`src/rtl/sysid_check_ctrl_if.sv`:
```
// Avalon-MM read channel between the system-ID checker (master) and the
// 2-word system-ID slave.
interface sysid_check_ctrl_if;
    logic        m_address;
    logic        m_read;
    logic        m_waitrequest;
    logic [31:0] m_readdata;

    modport master (
        output m_address,
        output m_read,
        input  m_waitrequest,
        input  m_readdata
    );

    modport slave (
        input  m_address,
        input  m_read,
        output m_waitrequest,
        output m_readdata
    );
endinterface

```
`src/rtl/sysid_check_ctrl.sv`:
```
// Reads the system ID and build timestamp from the system-ID slave, compares
// them against the expected values and publishes pass/fail/timeout status.
module sysid_check_ctrl #(
    parameter logic [31:0] EXPECTED_ID    = 32'h0000_0000,
    parameter logic [31:0] EXPECTED_TS    = 32'h0000_0000,
    parameter int          READ_LATENCY   = 0,
    parameter int          TIMEOUT_CYCLES = 255,
    parameter int          MAX_RETRY      = 3,
    parameter bit          AUTO_START     = 1'b1
) (
    input  logic                clock,
    input  logic                reset_n,
    input  logic                start,
    sysid_check_ctrl_if.master  bus,
    output logic                busy,
    output logic                done,
    output logic                id_ok,
    output logic                ts_ok,
    output logic                timeout_err,
    output logic [31:0]         id_value,
    output logic [31:0]         ts_value,
    output logic [1:0]          retry_count
);

    typedef enum logic [2:0] {
        IDLE,
        RD_ID,
        LAT_ID,
        RD_TS,
        LAT_TS,
        CMP
    } state_t;

    localparam logic [7:0] STALL_LIMIT = 8'(TIMEOUT_CYCLES);
    localparam logic [1:0] RETRY_LIMIT = 2'(MAX_RETRY);
    localparam logic [1:0] LAT_LAST    = 2'(READ_LATENCY - 1);
    localparam bit         ZERO_LAT    = (READ_LATENCY == 0);

    state_t      state_q, state_d;
    logic [7:0]  stall_q, stall_d;
    logic [1:0]  lat_q, lat_d;
    logic [1:0]  retry_q, retry_d;
    logic        gap_q, gap_d;
    logic        auto_q, auto_d;
    logic        busy_q, busy_d;
    logic        done_q, done_d;
    logic        id_ok_q, id_ok_d;
    logic        ts_ok_q, ts_ok_d;
    logic        tmo_q, tmo_d;
    logic [31:0] id_val_q, id_val_d;
    logic [31:0] ts_val_q, ts_val_d;
    logic        read_active;

    // gap_q blanks the read strobe for the one cycle after a timeout so the
    // slave sees the aborted read released before the retry starts.
    assign read_active   = ((state_q == RD_ID) || (state_q == RD_TS)) && !gap_q;
    assign bus.m_read    = read_active;
    assign bus.m_address = (state_q == RD_TS);

    assign busy        = busy_q;
    assign done        = done_q;
    assign id_ok       = id_ok_q;
    assign ts_ok       = ts_ok_q;
    assign timeout_err = tmo_q;
    assign id_value    = id_val_q;
    assign ts_value    = ts_val_q;
    assign retry_count = retry_q;

    always_comb begin
        state_d  = state_q;
        stall_d  = stall_q;
        lat_d    = lat_q;
        retry_d  = retry_q;
        gap_d    = 1'b0;
        auto_d   = auto_q;
        busy_d   = busy_q;
        done_d   = 1'b0;
        id_ok_d  = id_ok_q;
        ts_ok_d  = ts_ok_q;
        tmo_d    = tmo_q;
        id_val_d = id_val_q;
        ts_val_d = ts_val_q;

        case (state_q)
            IDLE: begin
                if (start || auto_q) begin
                    auto_d  = 1'b0;
                    busy_d  = 1'b1;
                    id_ok_d = 1'b0;
                    ts_ok_d = 1'b0;
                    tmo_d   = 1'b0;
                    retry_d = 2'd0;
                    stall_d = 8'd0;
                    lat_d   = 2'd0;
                    state_d = RD_ID;
                end
            end

            RD_ID, RD_TS: begin
                if (read_active) begin
                    if (bus.m_waitrequest) begin
                        if (stall_q + 8'd1 == STALL_LIMIT) begin
                            stall_d = 8'd0;
                            if (retry_q < RETRY_LIMIT) begin
                                retry_d = retry_q + 2'd1;
                                gap_d   = 1'b1;
                                state_d = RD_ID;
                            end else begin
                                tmo_d   = 1'b1;
                                busy_d  = 1'b0;
                                done_d  = 1'b1;
                                state_d = IDLE;
                            end
                        end else begin
                            stall_d = stall_q + 8'd1;
                        end
                    end else begin
                        stall_d = 8'd0;
                        lat_d   = 2'd0;
                        if (ZERO_LAT) begin
                            if (state_q == RD_ID) begin
                                id_val_d = bus.m_readdata;
                                state_d  = RD_TS;
                            end else begin
                                ts_val_d = bus.m_readdata;
                                state_d  = CMP;
                            end
                        end else begin
                            state_d = (state_q == RD_ID) ? LAT_ID : LAT_TS;
                        end
                    end
                end
            end

            LAT_ID: begin
                if (lat_q == LAT_LAST) begin
                    id_val_d = bus.m_readdata;
                    state_d  = RD_TS;
                end else begin
                    lat_d = lat_q + 2'd1;
                end
            end

            LAT_TS: begin
                if (lat_q == LAT_LAST) begin
                    ts_val_d = bus.m_readdata;
                    state_d  = CMP;
                end else begin
                    lat_d = lat_q + 2'd1;
                end
            end

            CMP: begin
                id_ok_d = (id_val_q == EXPECTED_ID);
                ts_ok_d = (ts_val_q == EXPECTED_TS);
                busy_d  = 1'b0;
                done_d  = 1'b1;
                state_d = IDLE;
            end

            default: state_d = IDLE;
        endcase
    end

    always_ff @(posedge clock) begin
        if (!reset_n) begin
            state_q  <= IDLE;
            stall_q  <= 8'd0;
            lat_q    <= 2'd0;
            retry_q  <= 2'd0;
            gap_q    <= 1'b0;
            auto_q   <= AUTO_START;
            busy_q   <= 1'b0;
            done_q   <= 1'b0;
            id_ok_q  <= 1'b0;
            ts_ok_q  <= 1'b0;
            tmo_q    <= 1'b0;
            id_val_q <= 32'd0;
            ts_val_q <= 32'd0;
        end else begin
            state_q  <= state_d;
            stall_q  <= stall_d;
            lat_q    <= lat_d;
            retry_q  <= retry_d;
            gap_q    <= gap_d;
            auto_q   <= auto_d;
            busy_q   <= busy_d;
            done_q   <= done_d;
            id_ok_q  <= id_ok_d;
            ts_ok_q  <= ts_ok_d;
            tmo_q    <= tmo_d;
            id_val_q <= id_val_d;
            ts_val_q <= ts_val_d;
        end
    end

endmodule
```
`src/flat_wrapper.sv`:
```
// flat-port wrapper written by rule: the top's interface ports become plain ports
module sysid_check_ctrl_flat 
#(
    parameter logic [31:0] EXPECTED_ID    = 32'h0000_0000,
    parameter logic [31:0] EXPECTED_TS    = 32'h0000_0000,
    parameter int          READ_LATENCY   = 0,
    parameter int          TIMEOUT_CYCLES = 255,
    parameter int          MAX_RETRY      = 3,
    parameter bit          AUTO_START     = 1'b1
)
  (clock, reset_n, start, busy, done, id_ok, ts_ok, timeout_err, id_value, ts_value, retry_count, bus_m_address, bus_m_read, bus_m_waitrequest, bus_m_readdata);
  sysid_check_ctrl_if bus_i ();
  input  logic clock;
  input  logic reset_n;
  input  logic start;
  output logic busy;
  output logic done;
  output logic id_ok;
  output logic ts_ok;
  output logic timeout_err;
  output logic [31:0] id_value;
  output logic [31:0] ts_value;
  output logic [1:0] retry_count;
  output wire logic [$bits(bus_i.m_address)-1:0] bus_m_address;
  output wire logic [$bits(bus_i.m_read)-1:0] bus_m_read;
  input wire logic [$bits(bus_i.m_waitrequest)-1:0] bus_m_waitrequest;
  input wire logic [$bits(bus_i.m_readdata)-1:0] bus_m_readdata;
  assign bus_m_address = bus_i.m_address;
  assign bus_m_read = bus_i.m_read;
  assign bus_i.m_waitrequest = bus_m_waitrequest;
  assign bus_i.m_readdata = bus_m_readdata;
  sysid_check_ctrl #(.EXPECTED_ID(EXPECTED_ID), .EXPECTED_TS(EXPECTED_TS), .READ_LATENCY(READ_LATENCY), .TIMEOUT_CYCLES(TIMEOUT_CYCLES), .MAX_RETRY(MAX_RETRY), .AUTO_START(AUTO_START)) u_core (.clock(clock), .reset_n(reset_n), .start(start), .bus(bus_i), .busy(busy), .done(done), .id_ok(id_ok), .ts_ok(ts_ok), .timeout_err(timeout_err), .id_value(id_value), .ts_value(ts_value), .retry_count(retry_count));
endmodule
```
`config.mk`:
```
export PLATFORM = sky130hd
export DESIGN_NAME = sysid_check_ctrl_flat
export DESIGN_NICKNAME = d
export VERILOG_FILES = /design/src/rtl/sysid_check_ctrl_if.sv /design/src/rtl/sysid_check_ctrl.sv /design/src/flat_wrapper.sv
export SDC_FILE = /design/constraint.sdc
export NUM_CORES = 1
export LEC_CHECK = 0
export CORE_AREA = 2 2 93 95
export DETAILED_ROUTE_END_ITERATION = 10
export DIE_AREA = 0 0 95 97
export PLACE_DENSITY_LB_ADDON = 0.3
export REMOVE_ABC_BUFFERS = 1
export SETUP_SLACK_MARGIN = 0.02
export SYNTH_ARGS = -nofsm -noshare
export SYNTH_HDL_FRONTEND = slang
export SYNTH_SLANG_ARGS = --single-unit
export TNS_END_PERCENT = 30
```
`constraint.sdc`:
```
create_clock -name clock -period 3.6 [get_ports clock]
set_input_delay 0.54 -clock clock [delete_from_list [all_inputs] [get_ports clock]]
set_output_delay 0.54 -clock clock [all_outputs]
set_load 0.01 [all_outputs]
```
==> metrics.txt, run 1 <==
status complete, no violations; max_slew headroom between 50% and 60%; worst-path fanout max 16; CTS hold repair buffers 0; Total GRT Usage between 20% and 30%; simple-gate share of the synthesized area a little over a quarter; Post-synth EDFFs 0; Critical Path Source u_core.state_q[0]; fin util roughly three fifths; RSZ-0062 raised after global routing no; fraction of registers with async set/reset 0%; CP Class reg -> out; grt ovf 0; routability cong. roughly 0.94; Fill cells roughly 720; CTS H-tree lvls 3; DRT Pass-1 Iters 4; mux share of post-synthesis cell area less than 1%; part of the cycle the worst path needs 71.8%; Worst-path clk slew 0.09 ns; Critical Path End Type output port; Worst EP required ~3.1 ns; first-pass GRT wire length ~17,000 µm; Warnings, synthesis 0; Clock Path Buffers 2; r2r startpoint u_core.state_q[0]; Peak supply drop between 0.2 and 0.3 mV; Fmax a little under 0.4 GHz; post-route setup slack 1.02 ns; # DRC 0; r2r setup slk 1.18 ns; endpoints failing hold 0; die width ~95 µm; post-DR vias/cell between 5 and 6; syn avg cell area 7.76 µm²; diodes inserted 0; adder-cell share of the synthesized area under 10%; die area between 9000 and 10,000 µm²; total number of vias approximately 3,700; post-route cell area about 5000 µm²; Worst Skew 0.00579 ns; Final setup viols 0; Final min period between 2 and 3 ns; pre-CTS setup slack roughly 1.1 ns; synthesized area around 3600 µm²; number of max-cap violations 0; number of global-route vias before repair 3,540; post-synthesis sequential area ratio between 40 and 50%; Port-buffer cells ~110; num rows 33; drt initial violations about 180; post-detailed-route count of antenna-violating nets 0; wire length per cell between 15 and 20 µm; initial antenna violation count 0; Unique masters post-synth 49; Worst setup SP type flop; final-stage net count 600; Core Area 8130 µm²; reg2reg end u_core.ts_value[7]; FF-to-FF path depth 6; worst-margin pin slew around 0.73 ns; fin. max-slew vios 0; post-route insts no fill 670; post_cts resized 0; post-synthesis compound-gate area fraction 18.1%; CTS tree done; placed cells around 650; die height around 97 µm; P_leak roughly 1.7 nW; CTS Sinks 86; postcts setup bufs 0; main combinational cell family by area after synthesis simple AND/OR/NAND/NOR gates; ys flop type dfxtp_1; Post-Route WL a little over 10,000 µm; DPL Wire Length between 7000 and 8000 µm; synthesis-to-finish area growth 36.0%; largest net degree at the start of global routing 71; min-delay worst type reg -> reg; layout cells sized above 1 under 10%; Power Density 404 nW/µm²; CP endpoint bus_m_address; Worst Path Arrival 2.04 ns; Initial Util ~45%; number of synthesized register bits 86; # IOs ~110; CTS buffer count 9; Root Driver clkbuf_8; final hold slack 0.464 ns; setup_tns 0 ns; later-pin clock latency in the skew report between 0.3 and 0.4 ns; XOR/XNOR Fraction of Synth Area less than 1%; Synth Instances 468; dpl cell area approximately 4800 µm²; Power, Total roughly 2 mW
kinds of logic (layout without fill, tap and decap cells):
logic type,count (synthesis),count (layout)
buffers and inverters,35,132
XOR/XNOR,3,3
AO/OA/AOI/OAI,113,113
multiplexers,2,2
flip-flops,86,86
AND/OR/NAND/NOR,223,223
adder cells (fa/ha/maj),6,6
sequential cells by signal, summed over array words and instances (netlist names):
register and count:
u_core.auto_q 1, u_core.ts_value 32, u_core.lat_q 2, u_core.retry_count 2
u_core.busy 1, u_core.ts_ok 1, u_core.id_ok 1, u_core.timeout_err 1
u_core.stall_q 8, u_core.gap_q 1, u_core.state_q 3, u_core.id_value 32
u_core.done 1
placed cells by master, fill, tap and decap left out, types with 5 or more instances in the layout:
cell	n
clkbuf_8	9
dfxtp_1	86
o31ai_1	5
nand2_1	150
a21oi_1	75
nand3_1	8
nand4_1	7
nor4_1	16
o21ai_0	8
nor2_1	13
clkdlybuf4s50_1	108
cells in the mapped netlist, types with 5 or more instances:
cell type / number / area [µm²]
dfxtp_1: 86 / 1720
inv_1: 5 / 18.8
nor2_1: 13 / 48.8
buf_2: 7 / 35.0
clkbuf_1: 21 / 78.8
nor4_1: 16 / 100
nand4_1: 7 / 43.8
o21ai_0: 8 / 40.0
a21oi_1: 75 / 375
nand2_1: 150 / 563
nand3_1: 8 / 40.0
o31ai_1: 5 / 37.5
area by class of cell:
class                           count  area (µm²)  share of cell area (%)
Tap cell                          105         131                    2.66
Sequential cell                    86        1720                    34.9
Timing Repair Buffer              111        1100                    22.3
Multi-Input combinational cell    347        1780                    36.1
Clock buffer                       10         128                    2.58
Clock inverter                      6        55.1                    1.11
Inverter                            5        18.8                   0.380
power breakdown:
part / switching, mW / total [mW] / internal [mW]
Combinational: 0.170 / 0.321 / 0.152
Sequential: 0.0396 / 1.03 / 0.988
Clock: 0.382 / 0.647 / 0.265
worst max-delay path, cell delays in order (launching register included):
cell             delay, ns
dfxtp_1               0.63
nor2b_1               0.30
and2_1                0.20
clkdlybuf4s50_1       0.55
layer usage:
layer | track usage (%) | routed length [µm] | up-vias
li1 | - | - | 1798
met1 | 28.6 | 4260 | 1744
met2 | 36.9 | 4990 | 125
met3 | 6.62 | 834 | 16
met4 | 8.03 | 174 | 0
met5 | 0 | 0 | -
worst min-delay path by stage:
| stage | startpoint | endpoint | depth (start not counted) |
|---|---|---|---|
| 2_1_floorplan | u_core.lat_q[1] | u_core.lat_q[1] | 2 |
| 3_3_place_gp | u_core.lat_q[1] | u_core.lat_q[1] | 2 |
| 3_5_place_dp | u_core.lat_q[1] | u_core.lat_q[1] | 2 |
| 4_1_cts | u_core.lat_q[1] | u_core.lat_q[1] | 2 |
| 5_1_grt | u_core.id_value[8] | u_core.id_value[8] | 2 |
| 6_report | u_core.lat_q[1] | u_core.lat_q[1] | 2 |
No activity file was read; power rests on OpenSTA's default activity.
==> run 2, diff against run 1 <==
Clock period 3.6 ns to 2.6 ns, I/O delays scaled along.
==> run 2 against run 1 <==
Against the previous run: critical endpoint is now u_core.stall_q[7]; utilization is 1.7 points higher; die area unchanged; clock skew up 0.0034 ns; final area up 2.8%; cell count grew 0.90%; hold slack improved by 0.0069 ns; sequential share of layout area is 0.95 points lower; non-clock buffer count increased by 7; clock-buffer cell count is the same.
==> metrics.txt, run 2 (synthesis results as in run 1) <==
status complete, no violations; Clock Path Buffers 2; Total GRT Usage a little under a quarter; switching pwr a little under 0.8 mW; diodes inserted 0; first-pass GRT wire length ~17,000 µm; commonest non-fill, non-tap cell in the layout nand2_1; worst hold stages 2; Post-Route WL 10,300 µm; fin. max-slew vios 0; DRT Pass-1 Iters 5; P_leak 1.76 nW; sequential share of power 46.6%; postcts setup bufs 0; CTS buffer count 9; Pint 2.25 mW; CP Class reg -> reg; worst-path fanout max 15; initial antenna violation count 0; grt ovf 0; Switching Fraction between 20% and 30%; Worst-path clk slew about 0.08 ns; routability cong. a little under 0.9; Root Driver clkbuf_8; number of max-cap violations 0; CTS H-tree lvls 3; Worst EP required 2.88 ns; post-detailed-route count of antenna-violating nets 0; # IOs roughly 110; total number of vias ~3,700; FF-to-FF path depth 7; max_slew headroom around two thirds; DPL Wire Length just over 7000 µm; RSZ-0062 raised after global routing no; endpoints failing hold 0; min-delay worst type reg -> reg; final-stage net count ~600; post-DR vias/cell around 5.5; num rows 33; Initial Util about 45%; Fmax 0.447 GHz; largest net degree at the start of global routing 74; CTS hold repair buffers 0; final hold slack 0.471 ns; worst-margin pin slew 0.482 ns; CTS tree done; Core Area ~8000 µm²; part of the cycle the worst path needs between 80% and 90%; Worst setup SP type flop; Gate power share between 15 and 20%; number of global-route vias before repair 3,603; Final min period between 2 and 2.5 ns; synthesis-to-finish area growth 39.8%; Worst Path Arrival between 2 and 3 ns; dpl cell area 4830 µm²; post_cts resized 0; Peak supply drop between 0.3 and 0.4 mV; Critical Path End Type flop; CTS Sinks 86; wire length per cell 15.3 µm; Power Density approximately 600 nW/µm²; drt initial violations about 180; Port-buffer cells approximately 110; post-route cell area 5080 µm²; r2r setup slk roughly 0.36 ns; clock power share between 30% and 40%; Worst Skew 0.00921 ns; most frequent cells in the layout nand2_1, clkdlybuf4s50_1, dfxtp_1, a21oi_1, nor4_1; layout cells sized above 1 6.13%; later-pin clock latency in the skew report between 0.3 and 0.4 ns; # DRC 0; Final setup viols 0; die height 97 µm; die area between 9000 and 10,000 µm²; die width 95 µm
==> run 2: final cells by class <==
cell class              count  area (µm²)
clock inverters             5         106
inverters                   5        18.8
repair buffers            118        1180
clock buffers              10         138
fillers                   688        3060
multi-input cells         347        1780
well taps                 105         131
flip-flops and latches     86        1720
==> run 2: worst max-delay path, stage by stage (launching register included) <==
cell	delay [ns]
dfxtp_1	0.40
ha_1	0.26
and2b_1	0.22
o2111a_2	0.30
nand4_1	0.10
a21bo_2	0.32
or4b_1	0.46
mux2i_1	0.13
==> run 2: through the flow <==
stage / util, % / power [mW] / worst slack [ns] / setup TNS [ns] / std cells
global route: 62.4 / 3.15 / 0.224 / 0 / 676
finish: 62.4 / 3.04 / 0.361 / 0 / 676
floorplan: - / 1.66 / -0.0807 / -2.58 / 438
detailed placement: 59.4 / 1.91 / 0.398 / 0 / 661
global placement: 59.4 / 1.91 / 0.455 / 0 / 661
CTS: 62.4 / 3.06 / 0.374 / 0 / 676
==> run 2: path summary, 6_finish.rpt <==
kind,startpoint,end
min reg2reg,u_core.lat_q[1],u_core.lat_q[1]
max,u_core.stall_q[0],u_core.stall_q[7]
max reg2reg,u_core.stall_q[0],u_core.stall_q[7]
min,u_core.lat_q[1],u_core.lat_q[1]
==> run 2: power groups by stage <==
stage | sequential (mW) | combinational, mW | clock, mW
detailed placement | 1.44 | 0.470 | 0
finish | 1.41 | 0.472 | 1.15
floorplan | 1.46 | 0.197 | 0
CTS | 1.41 | 0.474 | 1.17
global placement | 1.44 | 0.463 | 0
global route | 1.42 | 0.515 | 1.22
==> run 2: routing by layer <==
layer  up-vias  routed length [µm]  GRT usage, %
met3        17                 777          6.78
li1       1814                   -             -
met4         0                 180          8.14
met1      1755                4400          28.2
met5         -                   0             0
met2       131                4950          37.5
